`src/rtl/spi_master_if.sv`:
```
// Request and pin bundle for spi_master: the sequencer-side request/response signals and the
// four chip-level SPI pins.
interface spi_master_if;
  logic        start;
  logic [7:0]  instr;
  logic [15:0] addr;
  logic [7:0]  wdata;
  logic        busy;
  logic        done;
  logic [7:0]  rdata;
  logic        SCLK;
  logic        MOSI;
  logic        SS;
  logic        MISO;

  modport master (
    input  start, instr, addr, wdata, MISO,
    output busy, done, rdata, SCLK, MOSI, SS
  );

  modport slave (
    output start, instr, addr, wdata, MISO,
    input  busy, done, rdata, SCLK, MOSI, SS
  );
endinterface

```
`src/rtl/spi_master.sv`:
```
// SPI mode-0 initiator: one request shifts a fixed 32-bit frame {instr, addr, wdata} MSB first
// and returns the MISO byte seen during the final data byte.
module spi_master #(
  parameter int unsigned CLK_DIV  = 4,
  parameter int unsigned SS_GUARD = 2
) (
  input  logic         clk,
  input  logic         reset_n,
  spi_master_if.master bus
);

  localparam logic [7:0] DivLast   = 8'(CLK_DIV - 1);
  localparam logic [7:0] GuardLast = 8'(SS_GUARD - 1);

  typedef enum logic [2:0] {
    StIdle,
    StSetup,
    StHigh,
    StLow,
    StHold,
    StGap
  } state_e;

  state_e      state_q;
  logic [7:0]  phase_q;
  logic [4:0]  bit_q;
  logic [31:0] frame_q;
  logic [7:0]  cap_q;
  logic [7:0]  rdata_q;
  logic        sclk_q;
  logic        mosi_q;
  logic        ss_q;
  logic        busy_q;
  logic        done_q;

  logic [7:0]  phase_last;
  logic        phase_end;

  // SCLK half-periods use CLK_DIV; every SS-related interval uses SS_GUARD.
  always_comb begin
    phase_last = GuardLast;
    if (state_q == StHigh || state_q == StLow) begin
      phase_last = DivLast;
    end
  end

  assign phase_end = (phase_q == phase_last);

  always_ff @(posedge clk or negedge reset_n) begin
    if (!reset_n) begin
      state_q <= StIdle;
      phase_q <= 8'd0;
      bit_q   <= 5'd0;
      frame_q <= 32'd0;
      cap_q   <= 8'd0;
      rdata_q <= 8'd0;
      sclk_q  <= 1'b0;
      mosi_q  <= 1'b0;
      ss_q    <= 1'b1;
      busy_q  <= 1'b0;
      done_q  <= 1'b0;
    end else begin
      done_q  <= 1'b0;
      phase_q <= phase_end ? 8'd0 : phase_q + 8'd1;
      unique case (state_q)
        StIdle: begin
          phase_q <= 8'd0;
          if (bus.start) begin
            frame_q <= {bus.instr, bus.addr, bus.wdata};
            mosi_q  <= bus.instr[7];
            ss_q    <= 1'b0;
            busy_q  <= 1'b1;
            bit_q   <= 5'd0;
            state_q <= StSetup;
          end
        end
        StSetup: begin
          if (phase_end) begin
            sclk_q  <= 1'b1;
            cap_q   <= {cap_q[6:0], bus.MISO};
            state_q <= StHigh;
          end
        end
        StHigh: begin
          if (phase_end) begin
            sclk_q <= 1'b0;
            if (bit_q == 5'd31) begin
              state_q <= StHold;
            end else begin
              // Falling edge: present the next frame bit.
              frame_q <= {frame_q[30:0], 1'b0};
              mosi_q  <= frame_q[30];
              bit_q   <= bit_q + 5'd1;
              state_q <= StLow;
            end
          end
        end
        StLow: begin
          if (phase_end) begin
            sclk_q  <= 1'b1;
            cap_q   <= {cap_q[6:0], bus.MISO};
            state_q <= StHigh;
          end
        end
        StHold: begin
          if (phase_end) begin
            ss_q    <= 1'b1;
            done_q  <= 1'b1;
            rdata_q <= cap_q;
            state_q <= StGap;
          end
        end
        StGap: begin
          if (phase_end) begin
            busy_q  <= 1'b0;
            state_q <= StIdle;
          end
        end
        default: state_q <= StIdle;
      endcase
    end
  end

  assign bus.SCLK  = sclk_q;
  assign bus.MOSI  = mosi_q;
  assign bus.SS    = ss_q;
  assign bus.busy  = busy_q;
  assign bus.done  = done_q;
  assign bus.rdata = rdata_q;

endmodule

```
`src/flat_wrapper.sv`:
```
// flat-port wrapper written by rule: the top's interface ports become plain ports
module spi_master_flat 
#(
  parameter int unsigned CLK_DIV  = 4,
  parameter int unsigned SS_GUARD = 2
)
  (clk, reset_n, bus_start, bus_instr, bus_addr, bus_wdata, bus_MISO, bus_busy, bus_done, bus_rdata, bus_SCLK, bus_MOSI, bus_SS);
  spi_master_if bus_i ();
  input  logic clk;
  input  logic reset_n;
  input wire logic [$bits(bus_i.start)-1:0] bus_start;
  input wire logic [$bits(bus_i.instr)-1:0] bus_instr;
  input wire logic [$bits(bus_i.addr)-1:0] bus_addr;
  input wire logic [$bits(bus_i.wdata)-1:0] bus_wdata;
  input wire logic [$bits(bus_i.MISO)-1:0] bus_MISO;
  output wire logic [$bits(bus_i.busy)-1:0] bus_busy;
  output wire logic [$bits(bus_i.done)-1:0] bus_done;
  output wire logic [$bits(bus_i.rdata)-1:0] bus_rdata;
  output wire logic [$bits(bus_i.SCLK)-1:0] bus_SCLK;
  output wire logic [$bits(bus_i.MOSI)-1:0] bus_MOSI;
  output wire logic [$bits(bus_i.SS)-1:0] bus_SS;
  assign bus_i.start = bus_start;
  assign bus_i.instr = bus_instr;
  assign bus_i.addr = bus_addr;
  assign bus_i.wdata = bus_wdata;
  assign bus_i.MISO = bus_MISO;
  assign bus_busy = bus_i.busy;
  assign bus_done = bus_i.done;
  assign bus_rdata = bus_i.rdata;
  assign bus_SCLK = bus_i.SCLK;
  assign bus_MOSI = bus_i.MOSI;
  assign bus_SS = bus_i.SS;
  spi_master #(.CLK_DIV(CLK_DIV), .SS_GUARD(SS_GUARD)) u_core (.clk(clk), .reset_n(reset_n), .bus(bus_i));
endmodule
```
`config.mk`:
```
export PLATFORM = sky130hd
export DESIGN_NAME = spi_master_flat
export DESIGN_NICKNAME = d
export VERILOG_FILES = /design/src/rtl/spi_master_if.sv /design/src/rtl/spi_master.sv /design/src/flat_wrapper.sv
export SDC_FILE = /design/constraint.sdc
export NUM_CORES = 1
export LEC_CHECK = 0
export BUFFER_PORTS_ARGS = -buffer_cell sky130_fd_sc_hd__buf_4
export CORE_MARGIN = 3
export CORE_UTILIZATION = 30
export CTS_CLUSTER_SIZE = 30
export DETAILED_ROUTE_END_ITERATION = 8
export SLEW_MARGIN = 20
export SYNTH_ARGS = -nofsm -noshare
export SYNTH_HDL_FRONTEND = slang
export SYNTH_SLANG_ARGS = --single-unit
```
`constraint.sdc`:
```
create_clock -name clk -period 2.25 [get_ports clk]
set_input_delay 0.225 -clock clk [delete_from_list [all_inputs] [get_ports clk]]
set_output_delay 0.225 -clock clk [all_outputs]
set_load 0.005 [all_outputs]
```
==> results of run 1 <==
-- cell families after synthesis --
| logic type | count (synthesis) |
|---|---|
| compound gates | 80 |
| xor+xnor | 9 |
| fa+ha+maj | 3 |
| buf+inv | 25 |
| flops | 68 |
| mux | 18 |
| simple gates | 53 |
-- registers in the layout, indices dropped and copies added (netlist names) --
name              cells
u_core.phase_q        8
u_core.bus.SS         1
u_core.bus.busy       1
u_core.bus.done       1
u_core.frame_q       31
u_core.cap_q          8
u_core.bit_q          5
u_core.bus.rdata      8
u_core.bus.SCLK       1
u_core.state_q        3
u_core.bus.MOSI       1
-- cell usage in the layout, fill, tap and decap left out, drive strengths merged, types with 2 or more instances in the layout --
master   instances
a22oi            9
xor2             3
clkinv           2
nand3            6
a22o             3
clkbuf          12
nand2           14
o21ai           14
mux2            18
o22ai           23
nand2b           2
nor2b            4
nor2            14
o2bb2ai          2
ha               3
nor3             3
inv             10
buf             57
and3             3
and2             2
a2bb2oi         23
dfrtp           67
xnor2            6
-- cell type report --
class | instances | share of cell area, %
clock buffers | 12 | 4.11
clock inverters | 4 | 1.26
inverters | 10 | 0.994
multi-input cells | 163 | 32.5
flip-flops and latches | 68 | 45.1
well taps | 133 | 4.41
repair buffers | 57 | 11.7
-- how the worst max path moves through the flow --
stage	depth (start not counted)	endpoint	slack, ns
floorplan	7	u_core.bit_q[0]	0.29
global placement	8	u_core.frame_q[15]	0.20
detailed placement	8	u_core.frame_q[8]	0.13
CTS	8	u_core.frame_q[20]	0.12
global route	8	u_core.frame_q[23]	0.01
finish	8	u_core.frame_q[19]	0.19
-- where the power goes --
group          internal, µW  switching [µW]  total, µW
Combinational          54.0            39.7       93.7
Clock                   569             444       1010
Sequential             1230            4.56       1230
-- routing by layer --
metal / wire (µm) / global-route usage, % / share of wire [%] / vias to the layer above
met5: 0 / 0 / 0 / -
met2: 2710 / 17.0 / 44 / 37
met1: 2990 / 14.8 / 49 / 1013
li1: - / - / - / 1054
met4: 91 / 3.84 / 1.5 / 0
met3: 340 / 4.58 / 5.5 / 6
-- per-stage QoR --
step	instances	util (%)	power, µW
global route	447	38.5	2440
finish	447	38.5	2340
global placement	431	36.4	1350
detailed placement	431	36.4	1350
floorplan	256	-	1280
CTS	447	38.4	2380
-- timing repair --
item,4_1_cts,5_1_grt
hold buffers,0,0
setup endpoints to repair,0,33
resized for setup,0,1
endpoints found under the hold margin,0,0
==> out/results.ini, run 1 <==
[synth]
syn_nets=295
yosysTopAreaCell=dfrtp_1
async_reset_ff_share_pct=100
synth-adder-area-share_pct=1.23
synth_area_leaders=dfrtp_1, a2bb2oi_1, o22ai_1, mux2_4, mux2_2
yosys_warnings=0
ys_ff_latch=68
yosys.area_share.simple_pct=9.78
synth_top_flop_cell=dfrtp_1
ys_seq_area_share_pct=55.9
syn_area_per_cell_um2=11.9
post-synth-top-count-cell=dfrtp_1
yosys.area.top_type_share_pct=55.1
synth_mux_area_share_pct=7.64
synthTopCellsByCount=dfrtp_1, a2bb2oi_1, o22ai_1
synth_edf_count=0
yosysUniqueCellTypes=43
synth_top_family_by_area=compound AO/OA/AOI/OAI gates
syn-cell-area_um2=3040
synthXorXnorAreaFrac_pct=2.59
synth_compound_area_share_pct=19.0
syn_inst=256

[place]
port_buffers=48
place_ws_ns=0.134
placed_cell_area_um2=3570
dpl.hpwl_um=4070
gp_congestion=0.708

[floorplanning]
die_h_um=107
die_x_um=107
core_um2=9820
ioPinCount=49
rows=36
start_util_pct=31.0
die_area_um2=11400

[cells_and_area]
diodes=0
fin_area_um2=3780
seqCellArea_um2=1700
drive_above_1_share_pct=32.5
fin_nets=348
multi_input_area_um2=1230
syn_to_final_growth_pct=24.1
nFillCells=949

[timing]
hold_viol=1
min_period_ns=2.06
grt_setup_unrepaired=no
maxSlewHeadroom_pct=44.2
worst_slack_ns=0.191
timing.hold.ws_ns=-0.00437
final.setup.tns_ns=0
finalClockSkew_ns=0.00914
maxSlewViolCount=0
tightest_slew_ns=0.837
fmax_ghz=0.486
fin_crit_sh_pct=91.5
finalSetupViolations=0

[setup_path]
crit_arrival_ns=2.31
crit_path_end_kind=register
start_kind=register
crit_fanout=31
critical_path.cell_chain=ha_1 -> and3_1 -> ha_1 -> nor2b_2 -> o21ai_1 -> a21oi_2 -> buf_12 -> a2bb2oi_1
cp.required_ns=2.50
r2r_slack_ns=0.19
cp_slowest_cell=dfrtp_1
cp_num_buf_inv=1
r2r_cells=8
cpPeakStageDelay_ns=0.41
cp_top_family=compound AO/OA/AOI/OAI gates
r2r-end=u_core.frame_q[19]
worstSetupPathType=register to register
crit_top_cell=ha_1
startpoint=u_core.bit_q[0]
reg2reg_from=u_core.bit_q[0]

[detailed_routing]
drtPass1Iterations=4
drc=0
drtIter0Drc=157
ant_nets=0
avgRoutedWirePerCell_um=13.7
dr_total_vias=2110
totalWireLength_um=6130
vias_per_cell=4.72

[clocking]
clk_path_buf_depth=2
cts_setup_buffers=0
insertion_delay_ns=0.33
cts_buffers=9
cts_htree_levels=3
numClockSinks=68
cts_tree=done
cts-root-buf=clkbuf_8
clkTransAtPathRegs_ns=0.07

[global_routing]
antenna_found_initial=0
grt_pass1_wl_um=10300
grt_usage_pct=11.3
grt_max_degree=69
grt-ovfl-total=0
grt_pass1_vias=2154

[run_status]
violations=hold timing
outcome=finished with violations

[power]
p_leak_uw=0.00174
powerDensity_nw_per_um2=619
max-vdd-ir-drop_v=0.000269

[job]
cap_violations=0

[min_path]
hp-class=primary input to asynchronous set/reset pin

No activity file was read; power rests on OpenSTA's default activity.
==> run 2: changes to the inputs <==
--- a/config.mk
+++ b/config.mk
@@ -10,6 +10,8 @@
 export CORE_UTILIZATION = 30
 export CTS_CLUSTER_SIZE = 30
 export DETAILED_ROUTE_END_ITERATION = 8
+export GPL_ROUTABILITY_DRIVEN = 0
+export SETUP_SLACK_MARGIN = 0.2
 export SLEW_MARGIN = 20
 export SYNTH_ARGS = -nofsm -noshare
 export SYNTH_HDL_FRONTEND = slang
==> run 2 against run 1 <==
Against the previous run: clock power about the same; final cell count up 0.67%; utilization up 1.4 points; sequential share of layout area down 1.6 points; critical endpoint is now u_core.frame_q[2]; die area unchanged; the run now ends clean; power up 0.13%; first-iteration DRC count down 11%; sequential cell count unchanged; clock skew up 0.0025 ns.
==> out/results.ini, run 2 (same netlist as run 1, synthesis figures left out) <==
[run_status]
outcome=finished clean  ; was finished with violations

[timing]
finalClockSkew_ns=0.0117  ; was 0.00914 ns
fin_crit_sh_pct=87.2  ; was 91.5%
final.setup.tns_ns=0  ; unchanged
tightest_slew_ns=0.851  ; was 0.837 ns
hold_viol=0  ; was 1
fmax_ghz=0.510  ; was 0.486 GHz
worst_slack_ns=0.289  ; was 0.191 ns
maxSlewHeadroom_pct=43.3  ; was 44.2%
finalSetupViolations=0  ; unchanged
grt_setup_unrepaired=yes  ; was no
maxSlewViolCount=0  ; unchanged
min_period_ns=1.96  ; was 2.06 ns

[power]
p_switching_uw=491  ; was 488 µW
p_int_uw=1850  ; about the same
pwr-share-clk_pct=43.3  ; about the same
switching_share_pct=21.0  ; was 20.9%
p_leak_uw=0.00179  ; was 0.00174 µW
combPwrFrac_pct=4.1  ; was 4.0%
max-vdd-ir-drop_v=0.000284  ; was 0.000269 V
powerDensity_nw_per_um2=598  ; was 619 nW/µm²
power_frac_seq_pct=52.6  ; was 52.7%

[global_routing]
grt_pass1_vias=2154  ; unchanged
antenna_found_initial=0  ; unchanged
grt_pass1_wl_um=10300  ; about the same
grt_usage_pct=11.3  ; about the same
grt-ovfl-total=0  ; unchanged
grt_max_degree=69  ; unchanged

[floorplanning]
die_area_um2=11400  ; unchanged
die_x_um=107  ; unchanged
die_h_um=107  ; unchanged
start_util_pct=31.0  ; unchanged
ioPinCount=49  ; unchanged
core_um2=9820  ; unchanged
rows=36  ; unchanged

[detailed_routing]
vias_per_cell=4.75  ; was 4.72
totalWireLength_um=6440  ; was 6130 µm
drtPass1Iterations=4  ; unchanged
avgRoutedWirePerCell_um=14.3  ; was 13.7 µm
drc=0  ; unchanged
drtIter0Drc=139  ; was 157
dr_total_vias=2139  ; was 2,110
ant_nets=0  ; unchanged

[min_path]
hp-class=primary input to asynchronous set/reset pin  ; unchanged

[place]
place_ws_ns=0.134  ; unchanged
placed_cell_area_um2=3570  ; unchanged
dpl.hpwl_um=4070  ; unchanged
port_buffers=48  ; unchanged

[cells_and_area]
fin_nets=351  ; was 348
diodes=0  ; unchanged
largest_register_ffs=31  ; unchanged
drive_above_1_share_pct=36.9  ; was 32.5%
seqCellArea_um2=1700  ; unchanged
syn_to_final_growth_pct=28.6  ; was 24.1%
nFillCells=942  ; was 949
largest_register=u_core.frame_q  ; unchanged
layout_common_cells=dfrtp_1, buf_4, o22ai_1  ; was dfrtp_1, buf_4, o22ai_1, a2bb2oi_1
multi_input_area_um2=1310  ; was 1230 µm²
layout_commonest_cell=dfrtp_1  ; unchanged
fin_area_um2=3920  ; was 3780 µm²

[setup_path]
r2r_cells=8  ; unchanged
reg2reg_from=u_core.bit_q[0]  ; unchanged
critical_path.cell_chain=ha_2 -> and3_1 -> ha_2 -> nor2b_4 -> o21ai_4 -> a21oi_4 -> clkbuf_16 -> a2bb2oi_1  ; was ha_1 -> and3_1 -> ha_1 -> nor2b_2 -> o21ai_1 -> a21oi_2 -> buf_12 -> a2bb2oi_1
crit_path_end_kind=register  ; unchanged
cpPeakStageDelay_ns=0.41  ; about the same
worstSetupPathType=register to register  ; unchanged
cp.required_ns=2.51  ; was 2.50 ns
cp_slowest_cell=dfrtp_1  ; unchanged
r2r-end=u_core.frame_q[2]  ; was u_core.frame_q[19]
startpoint=u_core.bit_q[0]  ; unchanged
r2r_slack_ns=0.29  ; was 0.19 ns
crit_top_cell=ha_2  ; was ha_1
crit_fanout=15  ; was 31
crit_arrival_ns=2.22  ; was 2.31 ns
crit_end=u_core.frame_q[2]  ; was u_core.frame_q[19]
start_kind=register  ; unchanged

[clocking]
insertion_delay_ns=0.33  ; about the same
cts_buffers=9  ; unchanged
clk_path_buf_depth=2  ; unchanged
numClockSinks=68  ; unchanged
clkTransAtPathRegs_ns=0.08  ; was 0.07 ns
cts_tree=done  ; unchanged
cts-root-buf=clkbuf_8  ; unchanged
cts_htree_levels=3  ; unchanged

[job]
cap_violations=0  ; unchanged

run 2: cell count changes in the layout (fill, tap and decap cells not counted), moves of 2 or more:
| cell | before | now |
|---|---|---|
| ha_1 | 3 | 1 |
| clkbuf_16 | 0 | 2 |
| a2bb2oi_1 | 23 | 16 |
| ha_2 | 0 | 2 |
| a2bb2oi_2 | 0 | 7 |
run 2: power by group through the flow:
stage | combinational [µW] | clock (µW) | sequential, µW
global route | 107 | 1100 | 1230
global placement | 96.2 | 0 | 1260
detailed placement | 97.0 | 0 | 1260
CTS | 97.0 | 1050 | 1230
finish | 95.7 | 1010 | 1230
floorplan | 21.7 | 0 | 1260
run 2: per-stage QoR:
stage                     std cells  hold WS (ns)  util [%]  total power (µW)
after global routing            450        0.0631      39.9              2440
after detailed placement        431         0.396      36.4              1350
final                           450       0.00151      39.9              2340
after global placement          431         0.392      36.4              1350
after CTS                       447        0.0250      38.5              2380
after floorplan                 256       -0.0706         -              1280
run 2: how the worst min path moves through the flow:
| stage | depth (start not counted) | from | to |
|---|---|---|---|
| final | 1 | reset_n | u_core.bus.rdata[3] |
| after global routing | 1 | reset_n | u_core.bus.done |
| after CTS | 1 | reset_n | u_core.frame_q[9] |
| after detailed placement | 1 | reset_n | u_core.bus.rdata[4] |
| after global placement | 1 | reset_n | u_core.bus.rdata[4] |
| after floorplan | 0 | reset_n | u_core.bit_q[0] |
run 2: routing by layer:
metal	vias up	GRT usage (%)	share of wire, %
met5	-	0	0
met4	0	3.84	1.1
met3	5	4.58	5.1
met2	32	17.0	44
met1	1040	14.8	49
li1	1062	-	-
run 2: critical path, delay by kind of cell (launching register included):
kind	cells	cell delay, ns
AND/OR/NAND/NOR	2	0.34
adder cells (fa/ha/maj)	2	0.39
flip-flops	1	0.41
buffers and inverters	1	0.22
AO/OA/AOI/OAI	3	0.51
run 2: cell type report:
cell class,count,share of cell area (%)
multi-input combinational,163,33.4
inverter,10,0.958
timing repair buffer,60,12.7
sequential,68,43.5
tap,133,4.25
clock buffer,12,3.96
clock inverter,4,1.21
run 2: timing repair:
item	CTS	global route
gates resized for setup	3	14
cloned	0	2
hold buffers	0	0
buffers inserted	0	1
hold endpoints to repair	0	0
pin swaps	0	2
setup endpoints to repair	35	44
==> run 3: changes to the inputs <==
--- a/config.mk
+++ b/config.mk
@@ -11,6 +11,7 @@
 export CTS_CLUSTER_SIZE = 30
 export DETAILED_ROUTE_END_ITERATION = 8
 export GPL_ROUTABILITY_DRIVEN = 0
+export GPL_TIMING_DRIVEN = 0
 export SETUP_SLACK_MARGIN = 0.2
 export SLEW_MARGIN = 20
 export SYNTH_ARGS = -nofsm -noshare
==> run 3 against run 2 <==
Against the previous run: the run now ends with hold timing left; sequential cell count stayed put; final area is 3.0% higher; global-route usage is 0.25 points higher; register-to-register slack worse by 0.06 ns; critical path depth is 1 higher; utilization is 1.2 points higher; via count is 5.3% higher; first-iteration DRC count is 10% lower; critical path type unchanged.
==> out/results.ini, run 3 (same netlist as run 1, synthesis figures left out) <==
[setup_path]
crit_end=u_core.frame_q[15]  ; was u_core.frame_q[2]
cp_num_buf_inv=2  ; was 1
critical_path.cell_chain=ha_1 -> and3_1 -> ha_2 -> nor2b_4 -> o21ai_4 -> a21oi_4 -> buf_12 -> buf_6 -> a2bb2oi_1  ; was ha_2 -> and3_1 -> ha_2 -> nor2b_4 -> o21ai_4 -> a21oi_4 -> clkbuf_16 -> a2bb2oi_1
path_depth=9  ; was 8
startpoint=u_core.bit_q[0]  ; unchanged
start_kind=register  ; unchanged
worstSetupPathType=register to register  ; unchanged
cp.required_ns=2.50  ; was 2.51 ns
cpPeakStageDelay_ns=0.40  ; was 0.41 ns
cp_slowest_cell=dfrtp_1  ; unchanged
crit_arrival_ns=2.27  ; was 2.22 ns
reg2reg_from=u_core.bit_q[0]  ; unchanged
r2r_slack_ns=0.23  ; was 0.29 ns
cp_top_family=compound AO/OA/AOI/OAI gates  ; unchanged
r2r-end=u_core.frame_q[15]  ; was u_core.frame_q[2]
r2r_cells=9  ; was 8
crit_path_end_kind=register  ; unchanged
crit_fanout=7  ; was 15

[clocking]
cts_htree_levels=3  ; unchanged
cts_buffers=9  ; unchanged
cts-root-buf=clkbuf_8  ; unchanged
clk_path_buf_depth=2  ; unchanged
cts_tree=done  ; unchanged
clkTransAtPathRegs_ns=0.08  ; about the same
insertion_delay_ns=0.34  ; was 0.33 ns
numClockSinks=68  ; unchanged

[timing]
fmax_ghz=0.495  ; was 0.510 GHz
finalClockSkew_ns=0.00807  ; was 0.0117 ns
tightest_slew_ns=0.858  ; was 0.851 ns
fin_crit_sh_pct=89.8  ; was 87.2%
maxSlewHeadroom_pct=42.8  ; was 43.3%
finalSetupViolations=0  ; unchanged
timing.hold.ws_ns=-0.0223  ; was 0.00151 ns
hold_viol=16  ; was 0
grt_setup_unrepaired=no  ; was yes
min_period_ns=2.02  ; was 1.96 ns
maxSlewViolCount=0  ; unchanged

[run_status]
violations=hold timing
outcome=finished with violations  ; was finished clean

[global_routing]
grt_pass1_wl_um=10600  ; was 10,300 µm
grt_usage_pct=11.6  ; was 11.3%
grt-ovfl-total=0  ; unchanged
grt_max_degree=69  ; unchanged
grt_pass1_vias=2178  ; was 2,154
antenna_found_initial=0  ; unchanged

[power]
pwr-share-clk_pct=50.0  ; was 43.3%
max-vdd-ir-drop_v=0.000260  ; was 0.000284 V
power.total_uw=2660  ; was 2340 µW
power_frac_seq_pct=46.4  ; was 52.6%
p_int_uw=2130  ; was 1850 µW
combPwrFrac_pct=3.6  ; was 4.1%
switching_share_pct=19.7  ; was 21.0%
p_switching_uw=523  ; was 491 µW
p_leak_uw=0.00185  ; was 0.00179 µW
powerDensity_nw_per_um2=658  ; was 598 nW/µm²

[detailed_routing]
dr_total_vias=2252  ; was 2,139
totalWireLength_um=6700  ; was 6440 µm
avgRoutedWirePerCell_um=14.5  ; was 14.3 µm
drc=0  ; unchanged
drtIter0Drc=125  ; was 139
drtPass1Iterations=4  ; unchanged
ant_nets=0  ; unchanged
vias_per_cell=4.87  ; was 4.75

[cells_and_area]
syn_to_final_growth_pct=32.5  ; was 28.6%
largest_register_ffs=31  ; unchanged
layout_common_cells=dfrtp_1, buf_4, o22ai_1  ; unchanged
drive_above_1_share_pct=37.4  ; was 36.9%
layout_commonest_cell=dfrtp_1  ; unchanged
fin_area_um2=4030  ; was 3920 µm²
diodes=0  ; unchanged
largest_register=u_core.frame_q  ; unchanged
fin_nets=363  ; was 351

[floorplanning]
die_x_um=107  ; unchanged
core_um2=9820  ; unchanged
start_util_pct=31.0  ; unchanged
rows=36  ; unchanged
die_h_um=107  ; unchanged
ioPinCount=49  ; unchanged
die_area_um2=11400  ; unchanged

[place]
port_buffers=48  ; unchanged
dpl.hpwl_um=4370  ; was 4070 µm
placed_cell_area_um2=3570  ; about the same

[min_path]
hp-class=primary input to asynchronous set/reset pin  ; unchanged

[job]
cap_violations=0  ; unchanged

[run 3: cell types whose count changed in the layout (fill, tap and decap cells not counted), sizes merged]
cell | previous run | this run
bufinv | 1 | 4
buf | 58 | 68
clkinv | 2 | 1
[run 3: layout make-up]
class	count	area, µm²
Inverter	10	37.5
Fill cell	943	5790
Buffer	15	116
Sequential cell	68	1700
Multi-Input combinational cell	163	1300
Clock buffer	10	128
Tap cell	133	166
Clock inverter	6	136
Timing Repair Buffer	57	445
[run 3: through the flow]
stage | TNS [ns] | setup slack [ns] | utilization (%) | std cells
CTS | 0 | 0.199 | 39.6 | 453
detailed placement | -0.0258 | -0.0258 | 36.4 | 437
global route | 0 | 0.143 | 41.1 | 462
global placement | -0.00911 | -0.00911 | 36.4 | 437
finish | 0 | 0.230 | 41.1 | 462
floorplan | 0 | 0.294 | - | 256
[run 3: how the worst min path moves through the flow]
stage,start,end,slack (ns),depth (start not counted)
after floorplan,reset_n,u_core.bit_q[0],-0.07,0
after global placement,reset_n,u_core.bus.rdata[3],0.40,1
after detailed placement,reset_n,u_core.bus.rdata[4],0.39,1
after CTS,reset_n,u_core.frame_q[9],0.02,1
after global routing,reset_n,u_core.bus.rdata[2],0.05,1
final,reset_n,u_core.bus.rdata[2],-0.02,1
[run 3: worst reg2reg max path, stage by stage, from the launching register on]
cell and delay, ns:
dfrtp_1 0.40, ha_1 0.23, and3_1 0.21, ha_2 0.20
nor2b_4 0.19, o21ai_4 0.12, a21oi_4 0.15, buf_12 0.14
buf_6 0.12, a2bb2oi_1 0.18
[run 3: what timing repair did]
item / in CTS / in global routing
resized for setup: 16 / 21
cloned: 0 / 3
hold buffers: 0 / 0
buffers inserted: 0 / 6
endpoints found under the setup margin: 36 / 35
pin swaps: 0 / 1
[run 3: power groups by stage]
stage	combinational, µW	clock, µW	sequential, µW
global placement	96.7	0	1260
CTS	97.7	1360	1230
floorplan	21.7	0	1260
detailed placement	97.6	0	1260
finish	95.5	1330	1230
global route	107	1410	1230
[run 3: layer usage]
| layer | GRT usage [%] | share of wire, % |
|---|---|---|
| met1 | 16.1 | 49 |
| met2 | 16.9 | 44 |
| met3 | 3.85 | 5.3 |
| met4 | 3.74 | 0.89 |
| met5 | 0 | 0 |
